**config.mk**
```make
export PLATFORM = sky130hd
export DESIGN_NAME = traffic_phase_controller
export DESIGN_NICKNAME = d
export VERILOG_FILES = /design/src/rtl/traffic_pkg.sv /design/src/rtl/traffic_phase_controller_arbiter.sv /design/src/rtl/traffic_phase_controller.sv
export SDC_FILE = /design/constraint.sdc
export NUM_CORES = 1
export LEC_CHECK = 0
export ABC_CLOCK_PERIOD_IN_PS = 5600
export BUFFER_PORTS_ARGS = -buffer_cell sky130_fd_sc_hd__buf_2
export CORE_MARGIN = 3
export CORE_UTILIZATION = 35
export CTS_BUF_LIST = sky130_fd_sc_hd__clkbuf_8
export CTS_CLUSTER_SIZE = 40
export DETAILED_ROUTE_END_ITERATION = 8
export GPL_ROUTABILITY_DRIVEN = 0
export HOLD_SLACK_MARGIN = 0.03
export PLACE_DENSITY = 0.53
export SETUP_SLACK_MARGIN = 0.3
export SLEW_MARGIN = 0
export SYNTH_ARGS = -nofsm -noshare
export SYNTH_HDL_FRONTEND = slang
export SYNTH_SLANG_ARGS = --single-unit
```
**constraint.sdc**
```tcl
create_clock -name clk -period 5.6 [get_ports clk]
set_input_delay 0.84 -clock clk [delete_from_list [all_inputs] [get_ports clk]]
set_output_delay 0.84 -clock clk [all_outputs]
set_load 0.01 [all_outputs]
```
**src/rtl/traffic_pkg.sv**
```systemverilog
// Shared types and lane/phase helpers for the traffic signal subsystem.
package traffic_pkg;

  typedef enum logic [1:0] {
    IDLE,
    GREEN,
    YELLOW,
    ALLRED
  } state_e;

  localparam int unsigned MAX_LANES = 64;

  function automatic int unsigned lane_phase(input int unsigned lane,
                                             input int unsigned num_phases);
    return lane % num_phases;
  endfunction

  function automatic logic [MAX_LANES-1:0] phase_lane_mask(input int unsigned phase,
                                                           input int unsigned num_lanes,
                                                           input int unsigned num_phases);
    logic [MAX_LANES-1:0] m;
    m = '0;
    for (int unsigned i = 0; i < MAX_LANES; i++) begin
      if (i < num_lanes && lane_phase(i, num_phases) == phase) m[i] = 1'b1;
    end
    return m;
  endfunction

endpackage

```
**src/rtl/traffic_phase_controller_arbiter.sv**
```systemverilog
// Combinational rotate-priority arbiter: first request after 'last', wrapping.
module phase_rr_arbiter #(
  parameter int unsigned N = 2,
  parameter int unsigned W = $clog2(N)
) (
  input  logic [N-1:0] req,
  input  logic [W-1:0] last,
  output logic [W-1:0] grant,
  output logic         any
);

  logic [W-1:0] sel;

  assign any = |req;

  // Walk offsets from farthest to nearest so offset 1 overrides everything.
  always_comb begin
    grant = '0;
    sel   = '0;
    for (int unsigned k = N; k >= 1; k--) begin
      sel = W'((32'(last) + k) % N);
      if (req[sel]) grant = sel;
    end
  end

endmodule

```
**src/rtl/traffic_phase_controller.sv**
```systemverilog
// Round-robin multi-phase intersection sequencer: GREEN -> YELLOW -> optional ALLRED,
// with per-phase demand latching and green rest while only the served phase has demand.
module traffic_phase_controller
  import traffic_pkg::*;
#(
  parameter int unsigned NUM_LANES   = 4,
  parameter int unsigned NUM_PHASES  = 2,
  parameter int unsigned GREEN_TIME  = 55,
  parameter int unsigned YELLOW_TIME = 10,
  parameter int unsigned ALLRED_TIME = 2
) (
  input  logic                          clk,
  input  logic                          rst,
  input  logic [NUM_LANES-1:0]          traffic,
  output logic [NUM_LANES-1:0]          red,
  output logic [NUM_LANES-1:0]          yellow,
  output logic [NUM_LANES-1:0]          green,
  output logic [$clog2(NUM_PHASES)-1:0] active_phase,
  output logic                          busy
);

  localparam int unsigned PW    = $clog2(NUM_PHASES);
  localparam int unsigned T_GY  = (GREEN_TIME > YELLOW_TIME) ? GREEN_TIME : YELLOW_TIME;
  localparam int unsigned T_MAX = (T_GY > ALLRED_TIME) ? T_GY : ALLRED_TIME;
  localparam int unsigned TW    = $clog2(T_MAX + 1);

  localparam logic [TW-1:0] GREEN_LOAD  = TW'(GREEN_TIME - 1);
  localparam logic [TW-1:0] YELLOW_LOAD = TW'(YELLOW_TIME - 1);
  localparam logic [TW-1:0] ALLRED_LOAD = TW'((ALLRED_TIME == 0) ? 0 : ALLRED_TIME - 1);

  state_e                state_q, state_d;
  logic [PW-1:0]         cur_q, cur_d;
  logic [PW-1:0]         last_q, last_d;
  logic [TW-1:0]         timer_q, timer_d;
  logic [NUM_PHASES-1:0] pend_q, pend_d;
  logic [NUM_LANES-1:0]  red_q, red_d;
  logic [NUM_LANES-1:0]  yellow_q, yellow_d;
  logic [NUM_LANES-1:0]  green_q, green_d;
  logic [PW-1:0]         active_phase_q, active_phase_d;
  logic                  busy_q, busy_d;

  logic [NUM_PHASES-1:0] dem, req, others;
  logic [PW-1:0]         grant;
  logic                  any_req;

  always_comb begin
    dem = '0;
    for (int unsigned p = 0; p < NUM_PHASES; p++) begin
      dem[p] = |(MAX_LANES'(traffic) & phase_lane_mask(p, NUM_LANES, NUM_PHASES));
    end
  end

  assign req    = pend_q | dem;
  assign others = req & ~(NUM_PHASES'(1) << cur_q);

  phase_rr_arbiter #(
    .N(NUM_PHASES),
    .W(PW)
  ) u_arb (
    .req  (req),
    .last (last_q),
    .grant(grant),
    .any  (any_req)
  );

  always_comb begin
    state_d = state_q;
    cur_d   = cur_q;
    last_d  = last_q;
    timer_d = timer_q;
    pend_d  = pend_q | dem;
    // The served phase's own demand is not remembered while it is green.
    if (state_q == GREEN) pend_d[cur_q] = pend_q[cur_q];

    case (state_q)
      IDLE: begin
        if (any_req) begin
          state_d       = GREEN;
          cur_d         = grant;
          timer_d       = GREEN_LOAD;
          pend_d[grant] = 1'b0;
        end
      end
      GREEN: begin
        if (timer_q != '0) begin
          timer_d = timer_q - TW'(1);
        end else if (|others || !dem[cur_q]) begin
          state_d = YELLOW;
          timer_d = YELLOW_LOAD;
        end
      end
      YELLOW: begin
        if (timer_q != '0) begin
          timer_d = timer_q - TW'(1);
        end else begin
          last_d = cur_q;
          if (ALLRED_TIME == 0) begin
            state_d = IDLE;
          end else begin
            state_d = ALLRED;
            timer_d = ALLRED_LOAD;
          end
        end
      end
      ALLRED: begin
        if (timer_q != '0) timer_d = timer_q - TW'(1);
        else               state_d = IDLE;
      end
      default: state_d = IDLE;
    endcase
  end

  always_comb begin
    red_d    = '1;
    yellow_d = '0;
    green_d  = '0;
    for (int unsigned i = 0; i < NUM_LANES; i++) begin
      if (PW'(lane_phase(i, NUM_PHASES)) == cur_d) begin
        if (state_d == GREEN) begin
          green_d[i] = 1'b1;
          red_d[i]   = 1'b0;
        end else if (state_d == YELLOW) begin
          yellow_d[i] = 1'b1;
          red_d[i]    = 1'b0;
        end
      end
    end
    busy_d         = (state_d != IDLE);
    active_phase_d = (state_d == GREEN || state_d == YELLOW) ? cur_d : last_d;
  end

  always_ff @(posedge clk or posedge rst) begin
    if (rst) begin
      state_q        <= IDLE;
      cur_q          <= '0;
      last_q         <= PW'(NUM_PHASES - 1);
      timer_q        <= '0;
      pend_q         <= '0;
      red_q          <= '1;
      yellow_q       <= '0;
      green_q        <= '0;
      active_phase_q <= '0;
      busy_q         <= 1'b0;
    end else begin
      state_q        <= state_d;
      cur_q          <= cur_d;
      last_q         <= last_d;
      timer_q        <= timer_d;
      pend_q         <= pend_d;
      red_q          <= red_d;
      yellow_q       <= yellow_d;
      green_q        <= green_d;
      active_phase_q <= active_phase_d;
      busy_q         <= busy_d;
    end
  end

  assign red          = red_q;
  assign yellow       = yellow_q;
  assign green        = green_q;
  assign active_phase = active_phase_q;
  assign busy         = busy_q;

endmodule

```
Word-level counts from Yosys, hierarchy flattened
Index checks and enable logic that the tools add are counted.
{ "totals": {"reg_bits": 26, "latchBits": 0, "mem_bits_rw": 0, "rom_bits": 0, "inputBits": 6, "output_inout_bits": 14, "wordCells": 92, "memories": 0} }
{ "op_classes": {"addsub": 3, "n_mul": 0, "div": 0, "n_lt_le_gt_ge": 6, "eq_ne": 8, "shift": 1, "muxes": 46, "n_bitwise": 5, "n_reduce_logical": 13} }
{ "op_table": {"columns": ["operator", "n"], "rows": [
  ["$mux 6", 5],
  ["$mux 1", 28],
  ["$pmux 6 s4", 1],
  ["$mux 2", 8],
  ["$lt 1x2->1 const B", 4],
  ["$pmux 2 s4", 1],
  ["$reduce_or 2->1", 4],
  ["$eq 2x2->1 const B", 3],
  ["$reduce_bool 6->1", 1],
  ["$sub 6x1->6 const B", 1],
  ["$and 2x2->2", 2],
  ["$eq 2x1->1 const B", 2],
  ["$ne 2x2->1 const B", 2],
  ["$not 2->2", 2],
  ["$ne 3x1->1 const B", 1],
  ["$reduce_and 3->1", 1],
  ["$add 1x1->1 const B", 2],
  ["$bwmux 2", 1],
  ["$demux 1 s1", 2],
  ["$ge 1x1->1 const B", 2],
  ["$logic_and 1x1->1", 2],
  ["$logic_not 2->1", 1],
  ["$logic_or 1x1->1", 2],
  ["$or 2x2->2", 1],
  ["3 further kinds", 3]
]} }

Depth between registers and ports, before layout
Gate-level depths: netlist of the first run.
{ "depth": {"ltp_word": 14, "ltp_mapped": 9, "depth_no_buf": 9} }

Cells and area by module
Synthesis of the first run repeated with hierarchy kept, for this count alone.
{ "unflattened": {"cells_unflattened": 108, "hier_area_um2": 1079.8} }
{ "modules_own_cells": {"columns": ["module", "instances", "cells_each", "area_each_um2", "seq_area_each_um2"], "rows": [
  ["traffic_phase_controller", 1, 106, 1066.0, 504.2],
  ["phase_rr_arbiter", 1, 2, 13.8, 0.0]
]} }

Worst setup path after synthesis of the first run
OpenSTA, ideal clock, no wires.
{ "synth_path": {"path_type": "input to register", "start": "in traffic[3]", "end": "reg active_phase_q (netlist: active_phase)", "setup_time_ps": 119, "t_arrival_ps": 2631, "required_time_ps": 5481, "setup_slack_ps": 2851, "path_stages": 7, "path_buffers": 1, "cell_sequence": "or3_1 buf_2 o32a_4 and2_0 o311a_1 ha_1 o21a_1"} }
{ "synth_via": {"elab_chain_cells": 11, "word_cells_on_any_way": 25, "classes_between": "2 x eq/ne; 15 x mux; 2 x bitwise; 6 x reduce/logical"} }
{ "synth_rtl": {"columns": ["element", "line_no", "source"], "rows": [
  ["start, declared", "traffic_phase_controller.sv:14", "input logic [NUM_LANES-1:0] traffic,"],
  ["$reduce_or 2->1 (*)", "traffic_phase_controller.sv:49", "dem[p] = |(MAX_LANES'(traffic) & phase_lane_mask(p, NUM_LANES, NUM_PHASES));"],
  ["$or 2x2->2 or $mux 1 (tied branches)", "traffic_phase_controller.sv:53, traffic_phase_controller.sv:87", null],
  ["$and 2x2->2 or $mux 1 (tied branches)", "traffic_phase_controller.sv:54, traffic_phase_controller.sv:87", null],
  ["$reduce_or 2->1 or $logic_not 1->1 (tied branches)", "traffic_phase_controller.sv:87", "end else if (|others || !dem[cur_q]) begin"],
  ["$logic_or 1x1->1", "traffic_phase_controller.sv:87", null],
  ["$mux 2", "traffic_phase_controller.sv:87", null],
  ["$mux 2", "traffic_phase_controller.sv:85", "if (timer_q != '0) begin"],
  ["$pmux 2 s4", "traffic_phase_controller.sv:75", "case (state_q)"],
  ["$eq 2x1->1 or $eq 2x2->1 (tied branches)", "traffic_phase_controller.sv:129", "active_phase_d = (state_d == GREEN || state_d == YELLOW) ? cur_d : last_d;"],
  ["$logic_or 1x1->1", "traffic_phase_controller.sv:129", null],
  ["$mux 1 (*)", "traffic_phase_controller.sv:129", null],
  ["via active_phase_d", "traffic_phase_controller.sv:39", "logic [PW-1:0] active_phase_q, active_phase_d;"],
  ["end signal, assigned", "traffic_phase_controller.sv:153", "active_phase_q <= active_phase_d;"],
  ["end, declared", "traffic_phase_controller.sv:39", null]
]} }
Mark *: on every way through the listed nets, which the timed path passes. The rest lies on a longest branch. The select of a mux whose other input is x is not followed.
A chain may end at the register's enable or synchronous reset.

Worst setup path after layout of the first run
Same ends and word-level chain as after synthesis.

==> results of run 1 <==
[through the flow]
step	instances	power [W]
final	167	0.000623
after global routing	167	0.000675
after CTS	167	0.000635
after detailed placement	163	0.000482
after global placement	163	0.000475
after floorplan	112	0.000431
[cell families after synthesis]
group	after synthesis	share of synthesized area, %
AO/OA/AOI/OAI	33	22.9
flip-flops	20	46.0
buffers and inverters	21	9.36
multiplexers	1	1.03
adder cells (fa/ha/maj)	4	4.57
AND/OR/NAND/NOR	33	16.1
[worst max-delay path by stage]
| stage | startpoint | to | slack, ns | cells after the start |
|---|---|---|---|---|
| 2_1_floorplan | traffic[3] | active_phase | 2.85 | 7 |
| 3_3_place_gp | traffic[3] | active_phase | 2.71 | 7 |
| 3_5_place_dp | traffic[3] | active_phase | 2.64 | 8 |
| 4_1_cts | traffic[3] | active_phase | 2.95 | 8 |
| 5_1_grt | traffic[3] | active_phase | 2.88 | 8 |
| 6_report | traffic[3] | active_phase | 2.93 | 8 |
[worst max-delay path, delay by kind of cell]
family | cells | cell delay, ns
and+or+nand+nor | 3 | 0.72
buffers and inverters | 1 | 0.10
AOI/OAI and AO/OA | 3 | 0.84
adders and majority gates | 1 | 0.33
[layout by cell type, fill, tap and decap left out, drive strengths merged, types with 2 or more instances in the layout]
cell type / count
nand3: 2
or3: 2
dfstp: 3
dfrtp: 17
o21a: 3
o21ai: 7
inv: 11
ha: 4
a21o: 2
nor2: 4
and2: 4
buf: 19
a21oi: 11
nand2: 9
clkbuf: 3
nor2b: 5
nor3: 2
[metal layers]
metal	up-vias	GRT usage (%)	part of all wire [%]
li1	410	-	-
met1	394	15.9	48
met2	11	20.4	47
met3	5	2.48	2.1
met4	0	9.09	3.2
met5	-	0	0
[Yosys cell counts, types with 2 or more instances]
master / number
nand3_1: 2
inv_1: 10
nand2_1: 9
nor2b_1: 5
clkbuf_1: 3
and2_1: 3
o21ai_0: 2
a21o_1: 2
o21a_1: 3
nor2_1: 4
buf_4: 6
a21oi_1: 10
nor3_1: 2
ha_1: 4
dfstp_2: 3
or3_1: 2
dfrtp_1: 17
o21ai_1: 4
[sequential cells by signal, indices dropped and copies added (netlist names)]
| register | count |
|---|---|
| active_phase | 1 |
| green | 2 |
| timer_q | 6 |
| pend_q | 2 |
| last_q | 1 |
| red | 2 |
| yellow | 2 |
| cur_q | 1 |
| busy | 1 |
| state_q | 2 |
[layout make-up]
class / instances / area (um2) / area share [%]
clock inverter: 1 / 30.0 / 2.40
inverter: 11 / 41.3 / 3.29
multi-input combinational: 71 / 489 / 39.0
timing repair buffer: 19 / 95.1 / 7.58
clock buffer: 3 / 41.3 / 3.29
sequential: 20 / 504 / 40.2
tap: 42 / 52.6 / 4.19
[where the power goes]
part | switching, W | internal [W]
Clock | 0.0000507 | 0.0000955
Sequential | 0.0000585 | 0.000200
Combinational | 0.000118 | 0.000101
==> impl_summary.md, run 1 <==
Run status
The run finished with clean final reports.

STA
For the pin with the worst max-slew slack, the measured transition is 0.774 ns. The final-report setup violation count is 0. The smallest clock period supported by the final layout is computed as 2.67 ns. Of the available clock period, the critical path in the final layout requires 47.6%. Across all setup checks in the final design, the least slack found is 2.93 ns. The highest clock frequency the design can meet is 375 MHz. The worst slew slack as a fraction of its limit is 48.4%. The final hold violation count is 0.

Setup repair after global routing left no endpoint under its margin. The count of final max-slew check failures came to 0. Across all hold checks on the routed design, the worst slack comes to 0.550 ns.

Across the routed clock network, the largest skew measured is 0.00152 ns. The final total negative setup slack is 0 ns.

Routing
The number of nets with antenna violations after routing is 0. The number of iterations in the first detailed-routing pass is 4. Dividing the detail-routed wire length by the instance count gives 12.5 um. The final wirelength is 2080 um. After detailed routing, the number of vias per cell comes to 4.91. After detailed routing, the number of remaining DRC violations is 0. The DRC marker count from the first detailed-route iteration is 11. The routed layout has 820 vias.

Worst setup path
The start-to-end type of the worst setup path is in2reg. Traced cell by cell, the critical path runs through buf_2, or3_1, o32a_4, and2_0, o311a_1, ha_1, nand2_1, o21a_1. On the worst path, the slowest cell contributes a delay of 0.48 ns.

The register-to-register setup slack is 3.29 ns. The worst-path cell with the longest stage delay is or3_1. The critical path launch point type is an input pin. The endpoint identified for the worst register-to-register timing path is active_phase. The arrival time at the worst endpoint is 2.83 ns. Along the worst path, the maximum fanout reaches 7. The worst-case reg-to-reg path depth is 7. The worst setup path is captured at a register.

The data required time at the worst endpoint is 5.76 ns. The beginning of the worst register-to-register path is pend_q[1].

Run
Max-cap violations in this run came to 0.

Clock tree
The number of gates resized after cts is 0. Buffers inserted during clock tree synthesis total 3. The count of clock tree sinks is 20. In this run the post-CTS setup repair buffer count came out at 0.

The TritonCTS clock tree is done. The clock reaches the later pin of the worst-skew pair after 0.26 ns. The maximum clock path buffer count is 2. The cell at the root of the clock tree is clkbuf_8. The CTS clock-pin slew for the worst setup and hold paths is 0.08 ns. The number of H-tree levels is 1.

In this run, post-CTS hold repair placed 0 buffers.

Synthesis
The average instance area after synthesis is 9.79 um2. The synthesized design devotes to its leading area cell type 38.8% of total area. The number of synthesized flops with an enable pin is 0. For this run, the register share of the synthesized area comes to 46.0%. The netlist area before placement is 1100 um2. The post-synthesis register bit count is 20. Counting every net in the synthesized netlist gives 122. The number of synthesis warnings is 0.

Counting flops with an async set or reset pin after synthesis yields a share of 100%. By area the synthesized netlist is led by dfrtp_1 (39%), dfstp_2 (7.2%), a21oi_1 (4.6%). The most common flop cell mapped by yosys is dfrtp_1. The synthesized netlist contains 39 unique library cells.

After technology mapping, the gate count stands at 112. Of all cell types, the one taking the most synthesized area is dfrtp_1.

Cells and area
The post-layout net count is 136. The number of antenna diodes in the final layout is 0. Relative to the synthesized area, the layout overhead comes to 14.4%. Cells with a size suffix above 1 make up 27.2% of the layout. Fill cells in the final layout number 277. The end-of-flow core utilization is 43.6%. The finished layout cell area is 1250 um2.

Global route
The number of global-route vias before repair was 767. The total global routing overflow is 0. The number of antenna violations at the first check in global routing is 0. The overall track demand over capacity in global routing is 13.0%.

The largest net degree at the start of global routing is 21. The global-route wire length before repair is 3530 um.

Place
The post-detailed-placement cell area is 1180 um2. The port buffer count is 19. At the placement stage, the worst setup path has a slack of 2.64 ns. The sum of net half-perimeters after detailed placement is 1520 um.

Floorplanning
The area inside the core boundary is 2880 um2. The area of the die is 3840 um2. The effective utilization at floorplan is 38.1%. Measured along the x axis, the die boundary spans 62.0 um.

In this run the core area contains 19 standard-cell rows. The count of pins on the block boundary is 20. The die outline height is 62.0 um.

Min path
The endpoint of the worst hold-timing path is timer_q[5]. The worst hold path belongs to the class reg2reg. The startpoint of the lowest-slack hold path is timer_q[5]. The cell depth of the worst min-delay path is 2.

Pwr
The worst-case IR drop observed on VDD is 0.210 mV. The leakage component of the power is 0.571 nW. The power per standard cell area is 497 nW/um2.
Power figures use the tool's default switching activity.
==> run 2, diff against run 1 <==
- ABC_CLOCK_PERIOD_IN_PS: 5600 -> 2300
- PLACE_DENSITY: 0.53 -> 0.55
- clock period: 5.6 -> 2.3 ns (I/O delays scaled with it)
==> run 2 against run 1 <==
Via count rose by 11%. Critical endpoint unchanged. Largest cell class is now multi-input combinational cells. Final cell count rose by 11%. Clock power rose by 150%. Die area did not move.
==> impl_summary.md, run 2 (synthesized netlist as in run 1, its figures left out) <==
Routing
The number of nets with antenna violations after routing is 0 (unchanged). The number of remaining DRC errors is 0 (unchanged). The via count of the routed design came to 912 (+11%). The post-detailed-route wirelength per cell was 12.7 um (+1.6%). The detail-routed via count per cell is 4.90 (-0.14%).

The number of iterations in the first detailed-routing pass is 4 (unchanged). The DRC marker count from the first detailed-route iteration was 17 (+6). The final wirelength is 2360 um (+13%).

Pwr
The maximum vdd drop is 0.577 mV (+170%). The leakage component of the power is 0.677 nW (+19%). The overall power consumption is 0.00180 W (+190%). The power per standard cell area is 1190 nW/um2 (+140%).

Cells and area
From synthesis to final layout, the design area changed by 37.6%. The post-route non-filler standard cell count came to 186 (+11%). The count of filler cells inserted in the layout was 277 (unchanged). The library cell used most frequently in the layout, excluding fill and tap cells, is buf_2. The top cell types in the final layout, fill and taps aside, are buf_2 (19), dfrtp_1 (17), buf_4 (16). The flip-flop count of the largest register after layout was 6 (unchanged). The post-layout net count is 155 (+14%). The end-of-flow core utilization is 52.4% (+8.8 points). The number of diodes is 0 (unchanged). Ranked by flip-flop count, first place goes to timer_q. The fraction of final layout cells with drive strength greater than 1 is 47.2% (+20 points).

Global route
The total global routing overflow is 0 (unchanged). The number of global-route vias before repair is 879 (+15%). The overall track demand over capacity in global routing is 14.4% (+1.4 points).

The number of antenna violations at the first check in global routing is 0 (unchanged). The largest net degree at the start of global routing is 21 (unchanged). The global-route wire length before repair is 3950 um (+12%).

Worst setup path
The largest fanout of any net on the critical path is 3 (-4). The arrival time at the worst endpoint is 2.26 ns (-0.57 ns). The data required time at the worst endpoint was 2.46 ns (-3.30 ns). By startpoint and endpoint, the worst setup path is classified as reg2reg. The type of element capturing the critical path is a register. The critical path launch point type is a register.

Run
The number of maximum-capacitance constraint violations is 0 (unchanged).

Clock tree
The count of clock tree sinks came to 20 (unchanged). TritonCTS built the clock tree. The CTS clock-pin slew for the worst setup and hold paths is 0.08 ns (about the same). The maximum clock path buffer count is 2 (unchanged). The cell at the root of the clock tree is clkbuf_8. The number of clock buffers inserted by TritonCTS is 3 (unchanged).

The number of H-tree levels came to 1 (unchanged). The insertion delay to the later sink of the worst-skew pair came to 0.26 ns (about the same).

Place
The number of instances in the placed design is 172 (+5.5%). The sum of net half-perimeters after detailed placement came to 1610 um (+5.8%). The port buffer count came to 19 (unchanged).

Run status
The run finished with clean final reports.

Floorplanning
The die outline height is 62.0 um (unchanged). The effective utilization at floorplan is 38.1% (unchanged). The count of standard-cell rows is 19 (unchanged). The x dimension of the die is 62.0 um (unchanged). The area inside the core boundary is 2880 um2 (unchanged).

The area of the die is 3840 um2 (unchanged). The count of pins on the block boundary came to 20 (unchanged).

STA
The slew of the pin with the lowest slew margin is 0.764 ns (-0.00956 ns). The post-route fraction of the period consumed by the critical path is 91.2%. The worst slew slack as a fraction of its limit is 49.0% (+0.64 points).

The final-report setup violation count is 0 (unchanged). The count of final max-slew check failures was 0 (unchanged). The final hold violation count is 0 (unchanged). Setup repair after global routing could not meet its margin everywhere. Timing would allow up to 477 MHz.

The minimum period implied by the final worst setup slack is 2.10 ns. The worst setup skew after layout is 0.00178 ns (+0.000258 ns).

Min path
The path class of the tightest hold or removal check is in2async.
-- run 2: worst max-delay path, stage by stage (launching register included) --
cell     delay, ns
dfrtp_1       0.39
or3_4         0.34
o32a_4        0.31
and2_0        0.15
o311a_1       0.34
ha_4          0.31
nand2_4       0.04
o21a_1        0.09
-- run 2: through the flow --
stage          instance area (um2)  hold WS (ns)  worst slack, ns   TNS, ns
2_1_floorplan                 1100         0.307           0.0652         0
3_3_place_gp                  1250         0.511           0.0494         0
3_5_place_dp                  1250         0.536         -0.00328  -0.00328
4_1_cts                       1380         0.240            0.193         0
5_1_grt                       1510         0.282            0.130         0
6_report                      1510         0.205            0.203         0
-- run 2: power breakdown --
part	internal (W)	leakage, nW	switching (W)
sequential	0.000486	0.225	0.000125
combinational	0.000424	0.416	0.000404
clock	0.000233	0.0357	0.000126
-- run 2: final timing paths --
| check | start | to | slack (ns) | cells after the start |
|---|---|---|---|---|
| hold / removal | rst | busy | 0.20 | 2 |
| max in group asynchronous | rst | green[1] | 1.62 | 2 |
| min in group clk | traffic[1] | pend_q[1] | 0.54 | 4 |
| setup / recovery | pend_q[1] | active_phase | 0.20 | 7 |
| hold reg to reg | timer_q[5] | timer_q[5] | 0.55 | 2 |
| setup reg to reg | pend_q[1] | active_phase | 0.20 | 7 |
-- run 2: metal layers --
metal  vias up  part of all wire [%]  track usage [%]
met5         -                     0                0
met4         0                   3.0             10.6
met3         5                   2.9             2.69
met2        16                    51             23.4
met1       446                    43             16.8
li1        445                     -                -
-- run 2: layout make-up --
class,instances,area [um2],area share (%)
multi-input cells,71,587,38.9
flip-flops and latches,20,504,33.4
repair buffers,38,249,16.5
well taps,42,52.6,3.49
inverters,11,43.8,2.90
clock buffers,3,41.3,2.74
clock inverters,1,30.0,1.99
-- run 2: timing repair --
action	in CTS	in global routing
setup buffers	2	8
resized for setup	7	17
pin swaps	0	3
setup endpoints to repair	11	13
hold buffers	0	0
